File: src/rtl/frame_wr_addr_gen_if.sv
// AXI write-address channel plus write-response completion pulse, as seen by
// the frame write address generator.
interface frame_wr_addr_gen_if #(
  parameter int unsigned ADDR_WIDTH = 32
);
  logic [ADDR_WIDTH-1:0] awaddr;
  logic [7:0]            awlen;
  logic                  awvalid;
  logic                  awready;
  logic                  burst_done;

  modport master (
    output awaddr,
    output awlen,
    output awvalid,
    input  awready,
    input  burst_done
  );

  modport slave (
    input  awaddr,
    input  awlen,
    input  awvalid,
    output awready,
    output burst_done
  );
endinterface

File: src/rtl/frame_wr_addr_gen.sv
// Frame write address generator: requests a bank switch per frame, then walks
// the bank with one outstanding AXI write burst at a time.
module frame_wr_addr_gen #(
  parameter int unsigned BURST_LEN      = 16,
  parameter int unsigned AXI_DATA_WIDTH = 256,
  parameter int unsigned ADDR_WIDTH     = 32
) (
  input  logic                  ddr_clk,
  input  logic                  rst,
  input  logic                  frame_start,
  input  logic [23:0]           frame_words,
  input  logic [11:0]           fifo_rd_count,
  output logic                  wr_sw,
  input  logic                  wr_sw_ack,
  input  logic [ADDR_WIDTH-1:0] wr_start_addr,
  frame_wr_addr_gen_if.master   aw,
  output logic                  busy,
  output logic                  frame_done,
  output logic                  overrun
);

  localparam int unsigned BYTES_PER_BEAT = AXI_DATA_WIDTH / 8;

  typedef enum logic [2:0] {
    IDLE,
    SWITCH,
    LOAD,
    WAIT_DATA,
    ADDR,
    RESP,
    DONE
  } state_t;

  state_t                r_state;
  logic [23:0]           r_remaining;
  logic [ADDR_WIDTH-1:0] r_addr;
  logic [8:0]            r_beats;
  logic                  r_wr_sw;
  logic                  r_awvalid;
  logic [ADDR_WIDTH-1:0] r_awaddr;
  logic [7:0]            r_awlen;
  logic                  r_frame_done;
  logic                  r_overrun;

  logic [8:0]            w_beats;
  logic                  w_fifo_ok;
  logic [ADDR_WIDTH-1:0] w_incr;
  logic [23:0]           w_rem_next;

  // Remaining is below BURST_LEN (<= 256) in the short case, so 9 bits suffice.
  always_comb begin
    w_beats = 9'(BURST_LEN);
    if (r_remaining < 24'(BURST_LEN)) begin
      w_beats = r_remaining[8:0];
    end
  end

  assign w_fifo_ok  = ({1'b0, fifo_rd_count} >= {4'b0000, w_beats});
  assign w_incr     = ADDR_WIDTH'(r_beats) * ADDR_WIDTH'(BYTES_PER_BEAT);
  assign w_rem_next = r_remaining - {15'b0, r_beats};

  always_ff @(posedge ddr_clk) begin
    if (rst) begin
      r_state      <= IDLE;
      r_remaining  <= '0;
      r_addr       <= '0;
      r_beats      <= '0;
      r_wr_sw      <= 1'b0;
      r_awvalid    <= 1'b0;
      r_awaddr     <= '0;
      r_awlen      <= '0;
      r_frame_done <= 1'b0;
      r_overrun    <= 1'b0;
    end else begin
      r_frame_done <= 1'b0;
      if (frame_start && (r_state != IDLE)) begin
        r_overrun <= 1'b1;
      end
      case (r_state)
        IDLE: begin
          if (frame_start) begin
            r_remaining <= frame_words;
            r_wr_sw     <= 1'b1;
            r_state     <= SWITCH;
          end
        end
        // Bank base is only guaranteed valid alongside the ack, so it is
        // captured here rather than one cycle later in LOAD.
        SWITCH: begin
          if (wr_sw_ack) begin
            r_wr_sw <= 1'b0;
            r_addr  <= wr_start_addr;
            r_state <= LOAD;
          end
        end
        LOAD: begin
          if (r_remaining == '0) begin
            r_frame_done <= 1'b1;
            r_state      <= DONE;
          end else begin
            r_state <= WAIT_DATA;
          end
        end
        WAIT_DATA: begin
          if (w_fifo_ok) begin
            r_beats   <= w_beats;
            r_awaddr  <= r_addr;
            r_awlen   <= 8'(w_beats - 9'd1);
            r_awvalid <= 1'b1;
            r_state   <= ADDR;
          end
        end
        ADDR: begin
          if (aw.awready) begin
            r_awvalid <= 1'b0;
            r_state   <= RESP;
          end
        end
        RESP: begin
          if (aw.burst_done) begin
            r_addr      <= r_addr + w_incr;
            r_remaining <= w_rem_next;
            if (w_rem_next == '0) begin
              r_frame_done <= 1'b1;
              r_state      <= DONE;
            end else begin
              r_state <= WAIT_DATA;
            end
          end
        end
        DONE: begin
          r_state <= IDLE;
        end
        default: begin
          r_state <= IDLE;
        end
      endcase
    end
  end

  assign wr_sw      = r_wr_sw;
  assign aw.awvalid = r_awvalid;
  assign aw.awaddr  = r_awaddr;
  assign aw.awlen   = r_awlen;
  assign busy       = (r_state != IDLE);
  assign frame_done = r_frame_done;
  assign overrun    = r_overrun;

endmodule

File: src/flat_wrapper.sv
// flat-port wrapper written by rule: the top's interface ports become plain ports
module frame_wr_addr_gen_flat 
#(
  parameter int unsigned BURST_LEN      = 16,
  parameter int unsigned AXI_DATA_WIDTH = 256,
  parameter int unsigned ADDR_WIDTH     = 32
)
  (ddr_clk, rst, frame_start, frame_words, fifo_rd_count, wr_sw, wr_sw_ack, wr_start_addr, busy, frame_done, overrun, aw_awaddr, aw_awlen, aw_awvalid, aw_awready, aw_burst_done);
  frame_wr_addr_gen_if #(.ADDR_WIDTH(ADDR_WIDTH)) aw_i ();
  input  logic ddr_clk;
  input  logic rst;
  input  logic frame_start;
  input  logic [23:0] frame_words;
  input  logic [11:0] fifo_rd_count;
  output logic wr_sw;
  input  logic wr_sw_ack;
  input  logic [ADDR_WIDTH-1:0] wr_start_addr;
  output logic busy;
  output logic frame_done;
  output logic overrun;
  output wire logic [$bits(aw_i.awaddr)-1:0] aw_awaddr;
  output wire logic [$bits(aw_i.awlen)-1:0] aw_awlen;
  output wire logic [$bits(aw_i.awvalid)-1:0] aw_awvalid;
  input wire logic [$bits(aw_i.awready)-1:0] aw_awready;
  input wire logic [$bits(aw_i.burst_done)-1:0] aw_burst_done;
  assign aw_awaddr = aw_i.awaddr;
  assign aw_awlen = aw_i.awlen;
  assign aw_awvalid = aw_i.awvalid;
  assign aw_i.awready = aw_awready;
  assign aw_i.burst_done = aw_burst_done;
  frame_wr_addr_gen #(.BURST_LEN(BURST_LEN), .AXI_DATA_WIDTH(AXI_DATA_WIDTH), .ADDR_WIDTH(ADDR_WIDTH)) u_core (.ddr_clk(ddr_clk), .rst(rst), .frame_start(frame_start), .frame_words(frame_words), .fifo_rd_count(fifo_rd_count), .wr_sw(wr_sw), .wr_sw_ack(wr_sw_ack), .wr_start_addr(wr_start_addr), .aw(aw_i), .busy(busy), .frame_done(frame_done), .overrun(overrun));
endmodule
File: config.mk
export PLATFORM = sky130hd
export DESIGN_NAME = frame_wr_addr_gen_flat
export DESIGN_NICKNAME = d
export VERILOG_FILES = /design/src/rtl/frame_wr_addr_gen_if.sv /design/src/rtl/frame_wr_addr_gen.sv /design/src/flat_wrapper.sv
export SDC_FILE = /design/constraint.sdc
export NUM_CORES = 1
export LEC_CHECK = 0
export CAP_MARGIN = 10
export CORE_MARGIN = 10
export CORE_UTILIZATION = 45
export DETAILED_ROUTE_END_ITERATION = 12
export PLACE_DENSITY = 0.67
export SYNTH_ARGS = -nofsm -noshare
export SYNTH_HDL_FRONTEND = slang
export SYNTH_SLANG_ARGS = --single-unit
File: constraint.sdc
create_clock -name ddr_clk -period 4.4 [get_ports ddr_clk]
set_input_delay 1.32 -clock ddr_clk [delete_from_list [all_inputs] [get_ports ddr_clk]]
set_output_delay 1.32 -clock ddr_clk [all_outputs]
set_load 0.03 [all_outputs]
==> impl_metrics.json <==
{
  "outcome": "complete, no violations",
  "cts_resized": 0,
  "skew_ns": 0.00621,
  "path_clk_slew_ns": 0.07,
  "finalCritPeriodShare_pct": 83.9,
  "seq_area_frac_synth_pct": 34.2,
  "path_cells": "or3_1, nor2_1, nand3_1, nor3_1, ha_1, nand2b_1, a21o_1, a21oi_1, o21ai_1, a21o_1, a21boi_2, buf_4, o21ai_0, a21oi_1",
  "num_io_pins": 119,
  "vdd_ir_drop_max_v": 0.000229,
  "crit_slowest_cell": "or3_1",
  "p_total_w": 0.00305,
  "fin_area_um2": 8190,
  "fin_nets": 1037,
  "first_global_vias": 6242,
  "grt.total_usage_pct": 20.0,
  "r2r_slack_ns": 0.71,
  "drt-wirelength-per-cell_um": 18.1,
  "worstPathArrival_ns": 3.98,
  "die_x_um": 141,
  "areaGrowthSynthToFinish_pct": 25.1,
  "setup_viol": 0,
  "max_cap_viol_count": 0,
  "clock-root-buffer": "clkbuf_16",
  "grt_pass1_wl_um": 33000,
  "reg2reg_to": "u_core.aw.awaddr[8]",
  "vias_per_cell": 5.88,
  "whs_endpoint": "u_core.r_addr[4]",
  "finalHoldViolCount": 0,
  "postCtsSetupBuffers": 0,
  "cts_tree": "done",
  "ctsHtreeMaxLevel": 3,
  "grt_max_degree": 50,
  "placed_area_um2": 7870,
  "hold_buffers": 0,
  "cts_buffers": 9,
  "critPathKind": "flip-flop to flip-flop",
  "yosysWarningCount": 0,
  "hold_path.class": "flip-flop to flip-flop",
  "worst_slew_margin_rel_pct": 40.8,
  "initial_core_util_pct": 45.4,
  "finalNonFillerCells": 1122,
  "syn_avg_cell_area_um2": 7.71,
  "setup_tns_ns": 0,
  "synthCells": 849,
  "dpl.cell_count": 1106,
  "cp.required_ns": 4.69,
  "async_reset_ff_share_pct": 0,
  "critical-path-top-delay-family": "simple AND/OR/NAND/NOR gates",
  "drtAntennaViolNets": 0,
  "tightest_slew_ns": 0.885,
  "hp-start": "u_core.r_addr[4]",
  "totalWireLength_um": 20400,
  "r2r-start": "u_core.r_remaining[19]",
  "synth_flop_cell": "dfxtp_1",
  "gp_routability_congestion": 0.881,
  "hpwl_um": 14600,
  "clk_latency_ns": 0.36,
  "path_max_fanout": 32,
  "synth_edf_count": 0,
  "drt_iter0_drc": 579,
  "total_leakage_power_nw": 3.00,
  "min_period_ns": 3.69,
  "ys_seq_elements": 112,
  "path_buf_inv": 1,
  "rsz0062_at_grt": "false",
  "synthDistinctLibCells": 76,
  "fmax_mhz": 271,
  "detail_route.first_pass.iterations": 5,
  "drive_above_1_share_pct": 6.61,
  "antenna_cells": 0,
  "r2r.worst_path.cells": 14,
  "io_buffer_count": 118,
  "core_area_um2": 14400,
  "end_kind": "flip-flop",
  "synth_area_um2": 6550,
  "powerDensity_nw_per_um2": 373,
  "cts.sinks": 112,
  "grt_overflow": 0,
  "vias": 6597,
  "rows": 44,
  "die_h_um": 141,
  "min_path_cells": 2,
  "clk_path_buf_depth": 2,
  "drcViolationCount": 0,
  "cpPeakStageDelay_ns": 0.43,
  "slew_viol_final": 0,
  "fp.dieArea_um2": 19800,
  "start_kind": "flip-flop",
  "antenna_found_initial": 0
}
## sequential cells by signal, indices dropped and copies added, names as in the netlist
register	count
u_core.r_remaining	24
u_core.aw.awvalid	1
u_core.aw.awlen	8
u_core.wr_sw	1
u_core.r_state	3
u_core.frame_done	1
u_core.overrun	1
u_core.r_addr	32
u_core.aw.awaddr	32
u_core.r_beats	9
## how the worst max path moves through the flow
stage / startpoint / endpoint / slack (ns) / depth (start not counted)
6_report: u_core.r_remaining[19] / u_core.aw.awaddr[8] / 0.71 / 14
5_1_grt: u_core.r_remaining[19] / u_core.aw.awaddr[24] / 0.28 / 14
4_1_cts: u_core.r_remaining[19] / u_core.aw.awaddr[10] / 0.70 / 14
3_5_place_dp: fifo_rd_count[0] / u_core.aw.awaddr[10] / 0.53 / 12
3_3_place_gp: fifo_rd_count[0] / u_core.aw.awaddr[22] / 0.60 / 12
2_1_floorplan: fifo_rd_count[4] / u_core.aw.awlen[1] / 1.03 / 11
## worst reg2reg max path, stage by stage, from the launching register on
cell	delay, ns
dfxtp_1	0.37
or3_1	0.43
nor2_1	0.23
nand3_1	0.17
nor3_1	0.40
ha_1	0.31
nand2b_1	0.14
a21o_1	0.17
a21oi_1	0.14
o21ai_1	0.08
a21o_1	0.22
a21boi_2	0.31
buf_4	0.36
o21ai_0	0.15
a21oi_1	0.15
## power breakdown
part	leakage, nW	total [W]	internal (W)	switching, W
combinational	1.93	0.000946	0.000401	0.000545
clock	0.160	0.000911	0.000516	0.000395
sequential	0.911	0.00120	0.00109	0.000101
## cell usage in the layout (no fill, tap or decap), drive strengths merged, types with 4 or more instances in the layout
| master | instances |
|---|---|
| clkdlybuf4s50 | 117 |
| dfxtp | 112 |
| a21oi | 95 |
| nand2 | 75 |
| nor2 | 73 |
| o21ai | 73 |
| nand3 | 48 |
| ha | 28 |
| nor3 | 26 |
| a211oi | 22 |
| inv | 20 |
| buf | 20 |
| a311oi | 19 |
| and3 | 16 |
| nor4 | 16 |
| a21o | 12 |
| xnor2 | 11 |
| or3 | 11 |
| clkbuf | 11 |
| nand4 | 8 |
| nor2b | 7 |
| and2 | 7 |
| a31o | 6 |
| xor2 | 6 |
| a31oi | 6 |
| o21a | 5 |
| a22oi | 5 |
| o22ai | 5 |
| a41o | 5 |
| or4 | 5 |
| or2 | 4 |
| o211a | 4 |
| o31ai | 4 |
| conb | 4 |
## routing by layer
layer / share of wire (%) / track usage, % / vias up
met5: 0 / 0 / -
met4: 0.99 / 4.18 / 0
met3: 6.1 / 5.21 / 16
met2: 45 / 31.0 / 181
met1: 48 / 27.3 / 3107
li1: - / - / 3293
## Yosys cell counts (3+ instances only)
cell	n	area, um2
nand3_1	48	240
nand4_1	8	50.1
and3_1	16	100
and2_1	6	37.5
xor2_1	6	52.6
o211a_1	4	40.0
nor2b_1	7	43.8
o211ai_1	3	22.5
nand2b_1	3	18.8
a311oi_1	19	166
o21ai_0	69	345
a22oi_1	5	37.5
dfxtp_1	112	2240
or3_1	10	62.6
o31ai_1	4	30.0
inv_1	19	71.3
a21oi_1	95	475
o21ai_1	3	15.0
o21a_1	5	37.5
buf_1	9	33.8
a31oi_1	6	37.5
nand2_1	75	282
clkbuf_1	54	203
or2_2	4	25.0
nor4_1	15	93.8
ha_1	28	350
nor3_1	26	130
nor3b_1	3	22.5
or4_1	3	22.5
nand3b_1	3	22.5
a211oi_1	21	158
o22ai_1	5	31.3
a21o_1	12	90.1
xnor2_1	11	96.3
nor2_1	73	274
a31o_2	6	52.6
a41o_1	5	50.1
## layout make-up
type,instances,area [um2]
Multi-Input combinational cell,654,3990
Fill cell,1382,6230
Clock inverter,5,78.8
Inverter,19,71.3
Clock buffer,11,243
Sequential cell,112,2240
Tap cell,184,230
Timing Repair Buffer,137,1330
## cell families (layout without fill, tap and decap cells)
kind of cell	count (synthesis)	after routing	synth area share, %
muxes	4	4	0.840
other	1	4	0.0573
and+or+nand+nor	310	310	23.3
xor gates and xnor gates	17	17	2.27
buffers and inverters	86	172	5.14
DFF	112	112	34.2
adders and majority gates	30	30	5.96
AOI/OAI and AO/OA	289	289	28.2
## through the flow
stage | util, % | hold slack, ns | setup WS (ns)
global placement | 54.6 | 0.444 | 0.599
detailed placement | 54.6 | 0.448 | 0.526
global route | 56.8 | 0.477 | 0.275
floorplan | - | 0.437 | 1.03
finish | 56.8 | 0.459 | 0.707
CTS | 56.8 | 0.458 | 0.697
(Power assumes the default switching activity.)
